<file path="config.mk">
export PLATFORM = sky130hd
export DESIGN_NAME = vga_timing_gen_flat
export DESIGN_NICKNAME = d
export VERILOG_FILES = /design/src/rtl/vga_timing_gen_if.sv /design/src/rtl/vga_timing_gen.sv /design/src/flat_wrapper.sv
export SDC_FILE = /design/constraint.sdc
export NUM_CORES = 1
export LEC_CHECK = 0
export CORE_MARGIN = 2
export CORE_UTILIZATION = 55
export CTS_BUF_LIST = sky130_fd_sc_hd__clkbuf_8
export CTS_CLUSTER_SIZE = 25
export DETAILED_ROUTE_END_ITERATION = 10
export GPL_ROUTABILITY_DRIVEN = 1
export PLACE_DENSITY = 0.84
export SYNTH_ARGS = -nofsm -noshare
export SYNTH_HDL_FRONTEND = slang
export SYNTH_SLANG_ARGS = --single-unit
</file>
<file path="constraint.sdc">
create_clock -name clk -period 5.6 [get_ports clk]
set_input_delay 0.84 -clock clk [delete_from_list [all_inputs] [get_ports clk]]
set_output_delay 0.84 -clock clk [all_outputs]
set_load 0.01 [all_outputs]
</file>
<file path="src/rtl/vga_timing_gen_if.sv">
// vga_timing_gen_if: pixel-FIFO read side plus VGA display outputs of the timing generator.
//   fifo_empty    - pixel FIFO empty flag (into the generator)
//   rd_fifo       - FIFO read enable, one per visible pixel
//   hsync/vsync   - active-low syncs, aligned with FIFO output data
//   blank         - high outside the visible region
//   pixel_x/y     - coordinates of the pixel on the data bus (0 when blank)
//   frame_start   - pulse with the read of pixel (0,0)
//   underflow     - sticky empty-read flag; underflow_cnt saturating count
interface vga_timing_gen_if;
    logic        fifo_empty;
    logic        rd_fifo;
    logic        hsync;
    logic        vsync;
    logic        blank;
    logic [9:0]  pixel_x;
    logic [9:0]  pixel_y;
    logic        frame_start;
    logic        underflow;
    logic [15:0] underflow_cnt;
    modport master(
        input  fifo_empty,
        output rd_fifo, hsync, vsync, blank, pixel_x, pixel_y, frame_start, underflow, underflow_cnt
    );
    modport slave(
        output fifo_empty,
        input  rd_fifo, hsync, vsync, blank, pixel_x, pixel_y, frame_start, underflow, underflow_cnt
    );
endinterface

</file>
<file path="src/rtl/vga_timing_gen.sv">
// vga_timing_gen: pixel-clock VGA timing generator and pixel FIFO reader with underflow tracking.
//   clk  - pixel clock
//   rst  - synchronous active-high reset
//   bus  - vga_timing_gen_if.master: FIFO read side and display outputs
//   H_* / V_* set the raster (totals must be <= 1024); READ_LAT (1..4) is the
//   FIFO read-to-data latency applied to the display-side outputs.
module vga_timing_gen #(
    parameter int H_VIS    = 640,
    parameter int H_FP     = 16,
    parameter int H_SYNC   = 96,
    parameter int H_BP     = 48,
    parameter int V_VIS    = 480,
    parameter int V_FP     = 10,
    parameter int V_SYNC   = 2,
    parameter int V_BP     = 33,
    parameter int READ_LAT = 1
) (
    input logic           clk,
    input logic           rst,
    vga_timing_gen_if.master bus
);
    localparam int H_TOTAL = H_VIS + H_FP + H_SYNC + H_BP;
    localparam int V_TOTAL = V_VIS + V_FP + V_SYNC + V_BP;
    localparam logic [9:0] H_LAST = 10'(H_TOTAL - 1);
    localparam logic [9:0] V_LAST = 10'(V_TOTAL - 1);
    localparam logic [9:0] H_END  = 10'(H_VIS);
    localparam logic [9:0] V_END  = 10'(V_VIS);
    localparam logic [9:0] HS_BEG = 10'(H_VIS + H_FP);
    localparam logic [9:0] HS_END = 10'(H_VIS + H_FP + H_SYNC - 1);
    localparam logic [9:0] VS_BEG = 10'(V_VIS + V_FP);
    localparam logic [9:0] VS_END = 10'(V_VIS + V_FP + V_SYNC - 1);

    logic [9:0] h_cnt, v_cnt, h_nxt, v_nxt;
    logic       hs0, vs0;
    logic [READ_LAT-1:0]       vis_d, hs_d, vs_d;
    logic [READ_LAT-1:0][9:0]  x_d, y_d;

    always_comb begin
        h_nxt = (h_cnt == H_LAST) ? '0 : h_cnt + 10'd1;
        v_nxt = (h_cnt != H_LAST) ? v_cnt : (v_cnt == V_LAST) ? '0 : v_cnt + 10'd1;
        hs0   = !(h_cnt >= HS_BEG && h_cnt <= HS_END);
        vs0   = !(v_cnt >= VS_BEG && v_cnt <= VS_END);
    end

    // rd_fifo/frame_start are decoded from the next count so they line up with
    // the registered counters; the delay line then carries them to the DAC side.
    always_ff @(posedge clk) begin
        if (rst) begin
            h_cnt             <= H_LAST;
            v_cnt             <= V_LAST;
            bus.rd_fifo       <= 1'b0;
            bus.frame_start   <= 1'b0;
            vis_d             <= '0;
            hs_d              <= '1;
            vs_d              <= '1;
            x_d               <= '0;
            y_d               <= '0;
            bus.underflow     <= 1'b0;
            bus.underflow_cnt <= '0;
        end else begin
            h_cnt           <= h_nxt;
            v_cnt           <= v_nxt;
            bus.rd_fifo     <= (h_nxt < H_END) && (v_nxt < V_END);
            bus.frame_start <= (h_nxt == '0) && (v_nxt == '0);
            for (int i = READ_LAT - 1; i > 0; i--) begin
                vis_d[i] <= vis_d[i-1];
                hs_d[i]  <= hs_d[i-1];
                vs_d[i]  <= vs_d[i-1];
                x_d[i]   <= x_d[i-1];
                y_d[i]   <= y_d[i-1];
            end
            vis_d[0] <= bus.rd_fifo;
            hs_d[0]  <= hs0;
            vs_d[0]  <= vs0;
            x_d[0]   <= h_cnt;
            y_d[0]   <= v_cnt;
            // Reads are never suppressed; an empty read is only recorded.
            if (bus.rd_fifo && bus.fifo_empty) begin
                bus.underflow <= 1'b1;
                if (bus.underflow_cnt != 16'hFFFF)
                    bus.underflow_cnt <= bus.underflow_cnt + 16'd1;
            end
        end
    end

    assign bus.blank   = !vis_d[READ_LAT-1];
    assign bus.hsync   = hs_d[READ_LAT-1];
    assign bus.vsync   = vs_d[READ_LAT-1];
    assign bus.pixel_x = vis_d[READ_LAT-1] ? x_d[READ_LAT-1] : '0;
    assign bus.pixel_y = vis_d[READ_LAT-1] ? y_d[READ_LAT-1] : '0;
endmodule

</file>
<file path="src/flat_wrapper.sv">
// flat-port wrapper written by rule: the top's interface ports become plain ports
module vga_timing_gen_flat 
#(
    parameter int H_VIS    = 640,
    parameter int H_FP     = 16,
    parameter int H_SYNC   = 96,
    parameter int H_BP     = 48,
    parameter int V_VIS    = 480,
    parameter int V_FP     = 10,
    parameter int V_SYNC   = 2,
    parameter int V_BP     = 33,
    parameter int READ_LAT = 1
)
  (clk, rst, bus_fifo_empty, bus_rd_fifo, bus_hsync, bus_vsync, bus_blank, bus_pixel_x, bus_pixel_y, bus_frame_start, bus_underflow, bus_underflow_cnt);
  vga_timing_gen_if bus_i ();
  input logic clk;
  input logic rst;
  input wire logic [$bits(bus_i.fifo_empty)-1:0] bus_fifo_empty;
  output wire logic [$bits(bus_i.rd_fifo)-1:0] bus_rd_fifo;
  output wire logic [$bits(bus_i.hsync)-1:0] bus_hsync;
  output wire logic [$bits(bus_i.vsync)-1:0] bus_vsync;
  output wire logic [$bits(bus_i.blank)-1:0] bus_blank;
  output wire logic [$bits(bus_i.pixel_x)-1:0] bus_pixel_x;
  output wire logic [$bits(bus_i.pixel_y)-1:0] bus_pixel_y;
  output wire logic [$bits(bus_i.frame_start)-1:0] bus_frame_start;
  output wire logic [$bits(bus_i.underflow)-1:0] bus_underflow;
  output wire logic [$bits(bus_i.underflow_cnt)-1:0] bus_underflow_cnt;
  assign bus_i.fifo_empty = bus_fifo_empty;
  assign bus_rd_fifo = bus_i.rd_fifo;
  assign bus_hsync = bus_i.hsync;
  assign bus_vsync = bus_i.vsync;
  assign bus_blank = bus_i.blank;
  assign bus_pixel_x = bus_i.pixel_x;
  assign bus_pixel_y = bus_i.pixel_y;
  assign bus_frame_start = bus_i.frame_start;
  assign bus_underflow = bus_i.underflow;
  assign bus_underflow_cnt = bus_i.underflow_cnt;
  vga_timing_gen #(.H_VIS(H_VIS), .H_FP(H_FP), .H_SYNC(H_SYNC), .H_BP(H_BP), .V_VIS(V_VIS), .V_FP(V_FP), .V_SYNC(V_SYNC), .V_BP(V_BP), .READ_LAT(READ_LAT)) u_core (.clk(clk), .rst(rst), .bus(bus_i));
endmodule
</file>
# Word-level counts from Yosys, hierarchy flattened

Index checks and enable logic that the tools add are counted.

Word-level logic and storage cells: 40
RAM bits: 0
Bits in latches: 0
Bits in read-only memories: 0
Register bits: 62
Memories: 0

Add/sub/neg operators: 3
Div/mod/pow operators: 0
Eq/ne operators: 4
Shift operators: 0
Order comparisons: 6
Reduce and logical (&&, ||, !) cells: 11
Multiplexer cells: 5
Bitwise operators: 0
$mul: 0

Operator list:

| kind                                                                               | number |
|---|---|
| 10-bit two-way mux                                                                 | 5 |
| 10-bit by 1-bit adder with 10-bit output (second input constant)                   | 2 |
| 10-bit equality test (second input constant)                                       | 2 |
| 10-bit logical NOT                                                                 | 2 |
| 16-bit by 1-bit adder with 16-bit output (second input constant)                   | 1 |
| 16-bit != test (second input constant)                                             | 1 |
| 10-bit >= comparator (second input constant)                                       | 1 |
| 10-bit by 9-bit >= comparator with 1-bit output (second input constant)            | 1 |
| 10-bit less-or-equal comparator (second input constant)                            | 1 |
| 10-bit by 9-bit less-or-equal comparator with 1-bit output (second input constant) | 1 |
| 10-bit less-than comparator (second input constant)                                | 1 |
| 10-bit by 9-bit less-than comparator with 1-bit output (second input constant)     | 1 |
| 10-bit != test (second input constant)                                             | 1 |
| 1-bit logical AND                                                                  | 5 |
| 1-bit logical NOT                                                                  | 3 |
| 2-bit AND reduction                                                                | 1 |

# Depth between registers and ports, before layout

Gate-level depths: netlist (run 1).

Depth after elaboration: 5
Mapped depth: 9

# Least setup slack after synthesis (run 1)

Ideal clock, no wire load.

Path kind: reg2reg
From: register u_core.h_cnt[5]
To: register u_core.bus.frame_start
Stages on the path, launching flop included: 8
Buffers on the path: 1
Period minus slack after synthesis: 2,354 ps
Required time: 5,512 ps
Setup slack: 3,246 ps
Arrival time: 2,266 ps
Path through: dfxtp_1 > buf_6 > or4b_4 > nor3_4 > o21ai_2 > a221o_1 > or4_1 > nor4_2

Longest elaborated chain between the ends: 4
Elaborated cells between the ends (all ways): 8
Classes of those cells: add/sub: 1; eq/ne: 2; mux: 2; reduce/logical: 3

RTL lines:

| item                                                                   | line                                       | text |
|---|---|---|
| start: declaration                                                     | vga_timing_gen.sv:33                       | `logic [9:0] h_cnt, v_cnt, h_nxt, v_nxt;` |
| start signal: assignment                                               | vga_timing_gen.sv:61                       | `h_cnt <= h_nxt;` |
| 10-bit by 1-bit adder with 10-bit output, or another cell as far along | vga_timing_gen.sv:39                       | `h_nxt = (h_cnt == H_LAST) ? '0 : h_cnt + 10'd1;` |
| 10-bit two-way mux (on tied branches)                                  | vga_timing_gen.sv:39, vga_timing_gen.sv:40 |  |
| 10-bit logical NOT                                                     | vga_timing_gen.sv:64                       | `bus.frame_start <= (h_nxt == '0) && (v_nxt == '0);` |
| 1-bit logical AND (*)                                                  | vga_timing_gen.sv:64                       |  |
| end signal: assignment                                                 | vga_timing_gen.sv:64                       |  |
| end: declaration                                                       | vga_timing_gen_if.sv:22                    | `output rd_fifo, hsync, vsync, blank, pixel_x, pixel_y, frame_start, underflow, underflow_cnt` |

Mark *: on every way between the ends. The rest lies on a longest branch, timed or not.
A chain may end at the register's enable or synchronous reset.

# Worst setup path in the final report (run 1)

From: register u_core.h_cnt[4]
To: register u_core.bus.frame_start

The elaborated chain is that of the path after synthesis.

==> metrics.cfg, run 1 <==
[logic_synthesis]
ys_seq_elements = 62
netlist_instances = 334
synth_area_leader_cell = dfxtp_1
synth_top_flop_cell = dfxtp_1
netlist.area_leader.share_pct = 43.1
synth_seq_area_share_pct = 43.1
syn_area_um2 = 2880
syn_area_per_cell_um2 = 8.63
synthArstFlopShare_pct = 0
synth.area.top_cells = dfxtp_1 (43%), nor2_1 (5.5%), and2_1 (4.8%), xnor2_1 (4.6%), nor2b_1 (3.5%)
ys_warn_count = 0
syn_nets = 343
synth_edf_count = 0
yosysUniqueCellTypes = 48

[route]
first_pass_iters = 4
vias = 2356
drc_errors = 0
initialDrtViolationCount = 194
antenna_left = 0
routed_wl_um = 5790
viasPerCell = 5.32
post_drt_wl_per_cell_um = 13.1

[worst_setup_path]
start_kind = flop
rrSetupSlack_ns = 2.91
cp_num_buf_inv = 0
cpMaxStageDelayCell = or4b_4
reg2reg_depth = 6
endpoint_kind = flop
r2r_start = u_core.h_cnt[4]
cp_top_family = simple AND/OR/NAND/NOR gates
crit_type = flop to flop
reg2reg_to = u_core.bus.frame_start
cp_data_arrival_time_ns = 2.93
cp_max_fo = 15
slowest_delay_ns = 0.55
crit_path_cell_trace = or4b_4, or3_1, o311ai_0, nand3b_1, or4_1, nor4_2
required_ns = 5.84

[min_path]
min_path_cells = 2
min-delay-start = u_core.bus.underflow
min_to = u_core.bus.underflow
hp-class = flop to flop

[floorplanning]
initial_core_util_pct = 56.8
fp.dieArea_um2 = 5830
rows = 26
die_h_um = 76.4
ios = 45
core_area_um2 = 5070
die-width_um = 76.4

[placed_design]
place.gp.congestion = 0.933
port_buffers = 44
hpwl_um = 3910

[layout]
fin_util_pct = 68.6
diodes = 0
nets = 377
syn_to_final_growth_pct = 20.8
drive_gt1_share_pct = 7.77

[clock_tree]
cts_buffers = 9
clk_latency_ns = 0.33
cts_hold_buf = 0
cts_tree = yes
cts_max_path_buffers = 2
clock_sinks = 62
cts_setup_buffers = 0
cts_resized = 0
htreeDepth = 3
clk_pin_slew_ns = 0.07
cts_root_buffer = clkbuf_8

[outcome]
outcome = finished, final reports clean

[global_routing]
grt_use_total_pct = 21.2
grt_use_met2_pct = 34.2
grt_pass1_vias = 2218
gr-usage-met3_pct = 4.62
antenna_found_initial = 0
grt_start_max_net_pins = 59
grt.met1_usage_pct = 26.5
grt-ovfl-total = 0
grt_busiest_layer = met2
grt_pass1_wl_um = 9980

[power]
irDropWorstVdd_uv = 175
power.leakage_nw = 1.26
powerDensity_nw_per_um2 = 383

[sta]
clock_skew_ns = 0.00766
fin_crit_sh_pct = 48.0
period_minus_slack_ns = 2.69
maxSlewViolCount = 0
rsz0062_at_grt = false
max_freq_ghz = 0.372
setup_viol = 0
tns_ns = 0
hold_viol = 0
worst_slew_pin_slew_ns = 0.996
slew-limit-headroom_pct = 33.6

[job]
cap_violations = 0

-- power by group --
part | internal [W] | switching [W] | leakage, nW
Clock | 0.000194 | 0.000160 | 0.102
Sequential | 0.000506 | 0.0000918 | 0.506
Combinational | 0.000176 | 0.000203 | 0.655
-- state kept, by name, summed over array words and instances (netlist names) --
register	flops
u_core.bus.vsync	1
u_core.v_cnt	10
u_core.bus.rd_fifo	1
u_core.bus.underflow_cnt	16
u_core.y_d	10
u_core.x_d	10
u_core.bus.hsync	1
u_core.bus.frame_start	1
u_core.h_cnt	10
u_core.bus.underflow	1
u_core.vis_d	1
-- stage by stage --
stage	cells	cell area [µm²]	hold slack [ns]	total power (W)	worst slack [ns]
floorplan	334	2880	0.414	0.000916	3.25
global placement	427	3290	0.456	0.000969	3.00
detailed placement	427	3290	0.460	0.000979	2.93
CTS	443	3480	0.478	0.00134	2.91
global route	443	3480	0.512	0.00142	2.71
finish	443	3480	0.474	0.00133	2.91
-- cells in the mapped netlist, types with 2 or more instances --
cell      count
and2_1       22
buf_2         4
nor2_1       42
inv_1        11
or4_1         2
and4_1        4
nand2b_1      2
dfxtp_1      62
buf_6         3
nand3b_1      2
xnor2_1      15
o21ai_0      10
mux2_2        2
a31oi_1       4
and3_1        2
nor2b_1      16
nor3_1       14
nand3_1      12
buf_1         3
xor2_1       10
or2_2         4
clkbuf_1     10
a21oi_1       7
or3_1         4
nor4_1        3
o31ai_1       2
a21o_1        4
nand2_1      22
mux2i_1       2
nand4_1      11
ha_1          6
-- cell families after synthesis --
kind of cell,synth area share (%)
AND/OR/NAND/NOR,32.3
flip-flops,43.1
XOR/XNOR,7.60
multiplexers,1.48
AO/OA/AOI/OAI,7.64
buffers and inverters,5.25
adder cells (fa/ha/maj),2.61
-- how the worst max path moves through the flow --
| stage | slack (ns) | depth (start not counted) | endpoint | startpoint |
|---|---|---|---|---|
| 2_1_floorplan | 3.25 | 7 | u_core.bus.frame_start | u_core.h_cnt[5] |
| 3_3_place_gp | 3.00 | 7 | u_core.bus.underflow_cnt[15] | bus_fifo_empty |
| 3_5_place_dp | 2.93 | 6 | u_core.bus.frame_start | u_core.h_cnt[4] |
| 4_1_cts | 2.91 | 6 | u_core.bus.frame_start | u_core.h_cnt[4] |
| 5_1_grt | 2.71 | 6 | u_core.bus.frame_start | u_core.h_cnt[4] |
| 6_report | 2.91 | 6 | u_core.bus.frame_start | u_core.h_cnt[4] |
-- cell usage in the layout, fill, tap and decap left out, types with 2 or more instances in the layout --
cell and instances:
nor2_1 42, nand3b_1 2, nor3_1 14, a21oi_1 7, or2_2 4, and3_1 2, ha_1 6, o31ai_1 2
clkinv_2 4, clkdlybuf4s50_1 43, nand4_1 11, nor4_1 3, nand2_1 22, or3_1 4, o21ai_0 10, clkbuf_8 12
a31oi_1 4, inv_1 11, xor2_1 10, xnor2_1 15, nor2b_1 16, mux2_2 2, nand3_1 12, or4_1 2
and4_1 4, and2_1 22, mux2i_1 2, dfxtp_1 62, nand2b_1 2, a21o_1 4
-- worst register-to-register path, cell delays in order, from the launching register on --
cell and delay [ns]:
dfxtp_1 0.51, or4b_4 0.55, or3_1 0.55, o311ai_0 0.23, nand3b_1 0.11, or4_1 0.52
nor4_2 0.13
-- final cells by class --
cell class	count	area, µm²
Timing Repair Buffer	44	435
Multi-Input combinational cell	240	1490
Fill cell	439	1600
Clock buffer	12	165
Tap cell	70	87.6
Inverter	11	41.3
Sequential cell	62	1240
Clock inverter	4	20.0
-- metal layers --
layer  up-vias  share of wire, %
met3         6               6.7
met4         0               1.0
met2        76                46
met5         -                 0
met1      1078                46
li1       1196                 -
(Power assumes the default switching activity.)
==> run 2: changes to the inputs <==
CORE_UTILIZATION = 50   (was 55)
PLACE_DENSITY = 0.81   (was 0.84)
clock period = 2.4 ns   (was 5.6 ns; I/O delays follow)
==> metrics.cfg, run 2 (synthesized netlist as in run 1, its figures left out) <==
[outcome]
outcome = finished, final reports clean

[clock_tree]
cts_tree = yes
clk_pin_slew_ns = 0.06
cts_buffers = 9
htreeDepth = 3
clock_sinks = 62
cts_max_path_buffers = 2
clk_latency_ns = 0.33
cts_hold_buf = 0
cts_root_buffer = clkbuf_8

[power]
p_sw_share_pct = 32.1
pwr-share-comb_pct = 33.4
p_sw_w = 0.00113
sequentialPowerShare_pct = 37.2
power.leakage_nw = 1.38
irDropWorstVdd_uv = 417
pwr-share-clk_pct = 29.4
internal_power_w = 0.00240
powerDensity_nw_per_um2 = 958

[worst_setup_path]
start_kind = flop
rrSetupSlack_ns = 0.09
cp_data_arrival_time_ns = 2.55
cp_max_fo = 6
endpoint_kind = flop
slowest_delay_ns = 0.54
required_ns = 2.64
crit_type = flop to flop
crit_path_cell_trace = or4b_4, or3_4, o311ai_0, nand3b_1, or4_1, nor4_2
cpMaxStageDelayCell = or4b_4

[sta]
tns_ns = 0
setup_viol = 0
period_minus_slack_ns = 2.31
fin_crit_sh_pct = 96.3
whs_ns = 0.380
hold_viol = 0
rsz0062_at_grt = false
worst_slew_pin_slew_ns = 0.597
clock_skew_ns = 0.00784
slew-limit-headroom_pct = 59.8
worst_slack_ns = 0.0897
maxSlewViolCount = 0
max_freq_ghz = 0.433

[floorplanning]
fp.dieArea_um2 = 6390
core_area_um2 = 5540
rows = 27
die_h_um = 79.9
die-width_um = 79.9
ios = 45
initial_core_util_pct = 52.0

[layout]
final_area_um2 = 3680
syn_to_final_growth_pct = 27.9
largest_reg_flops = 16
diodes = 0
nets = 395
fillCellCount = 448
regMostFlops = u_core.bus.underflow_cnt
drive_gt1_share_pct = 12.8
mostFrequentLayoutCell = dfxtp_1
final_cell_mix = dfxtp_1 (62), clkdlybuf4s50_1 (43), nor2_1 (41)

[placed_design]
pre_cts_ws_ns = 0.0850
hpwl_um = 4360
placed_cell_area_um2 = 3430
place.gp.congestion = 0.985
port_buffers = 44

[route]
initialDrtViolationCount = 245
viasPerCell = 5.29
routed_wl_um = 6160
antenna_left = 0
vias = 2450
first_pass_iters = 4
post_drt_wl_per_cell_um = 13.3
drc_errors = 0

[global_routing]
grt_use_total_pct = 20.5
grt_pass1_wl_um = 10100
antenna_found_initial = 0
grt_start_max_net_pins = 43
grt_pass1_vias = 2216
grt-ovfl-total = 0

[job]
cap_violations = 0

[min_path]
hp-class = primary input to flop

==> run 2: routing by layer <==
metal  global-route usage (%)  share of wire [%]  vias up
met3                     4.64                6.3       12
met5                        0                  0        -
li1                         -                  -     1230
met2                     31.8                 46       84
met1                     26.5                 46     1124
met4                     11.0                1.9        0
==> run 2: worst max-delay path, delay by kind of cell, from the launching register on <==
kind             cells  cell delay, ns
flip-flops           1            0.36
AO/OA/AOI/OAI        1            0.14
AND/OR/NAND/NOR      5            1.72
==> run 2: worst paths after layout <==
kind / start / end / cells after the start
worst max-delay path: u_core.h_cnt[7] / u_core.bus.frame_start / 6
worst min-delay path: rst / u_core.y_d[1] / 2
worst max register to register: u_core.h_cnt[7] / u_core.bus.frame_start / 6
worst min register to register: u_core.bus.underflow / u_core.bus.underflow / 2
==> run 2: power groups by stage <==
stage	combinational, W	sequential (W)	clock (W)
2_1_floorplan	0.000863	0.00127	0
3_3_place_gp	0.00111	0.00133	0
3_5_place_dp	0.00113	0.00133	0
4_1_cts	0.00114	0.00131	0.00106
5_1_grt	0.00129	0.00134	0.00111
6_report	0.00118	0.00131	0.00104
==> run 2: through the flow <==
step	std cells	power, W	util, %
floorplan	334	0.00214	-
finish	463	0.00353	66.5
detailed placement	447	0.00246	61.9
global route	463	0.00374	66.5
global placement	447	0.00244	61.9
CTS	463	0.00351	66.2
==> run 2: final cells by class <==
class	count	area [µm²]	share of cell area (%)
Clock inverter	4	68.8	1.87
Clock buffer	12	165	4.48
Inverter	11	41.3	1.12
Sequential cell	62	1240	33.7
Multi-Input combinational cell	240	1510	40.9
Tap cell	72	90.1	2.44
Timing Repair Buffer	62	571	15.5
==> run 2: repair_timing <==
item / 4_1_cts / 5_1_grt
endpoints found under the setup margin: 0 / 1
setup buffers: 0 / 0
resized for setup: 0 / 4
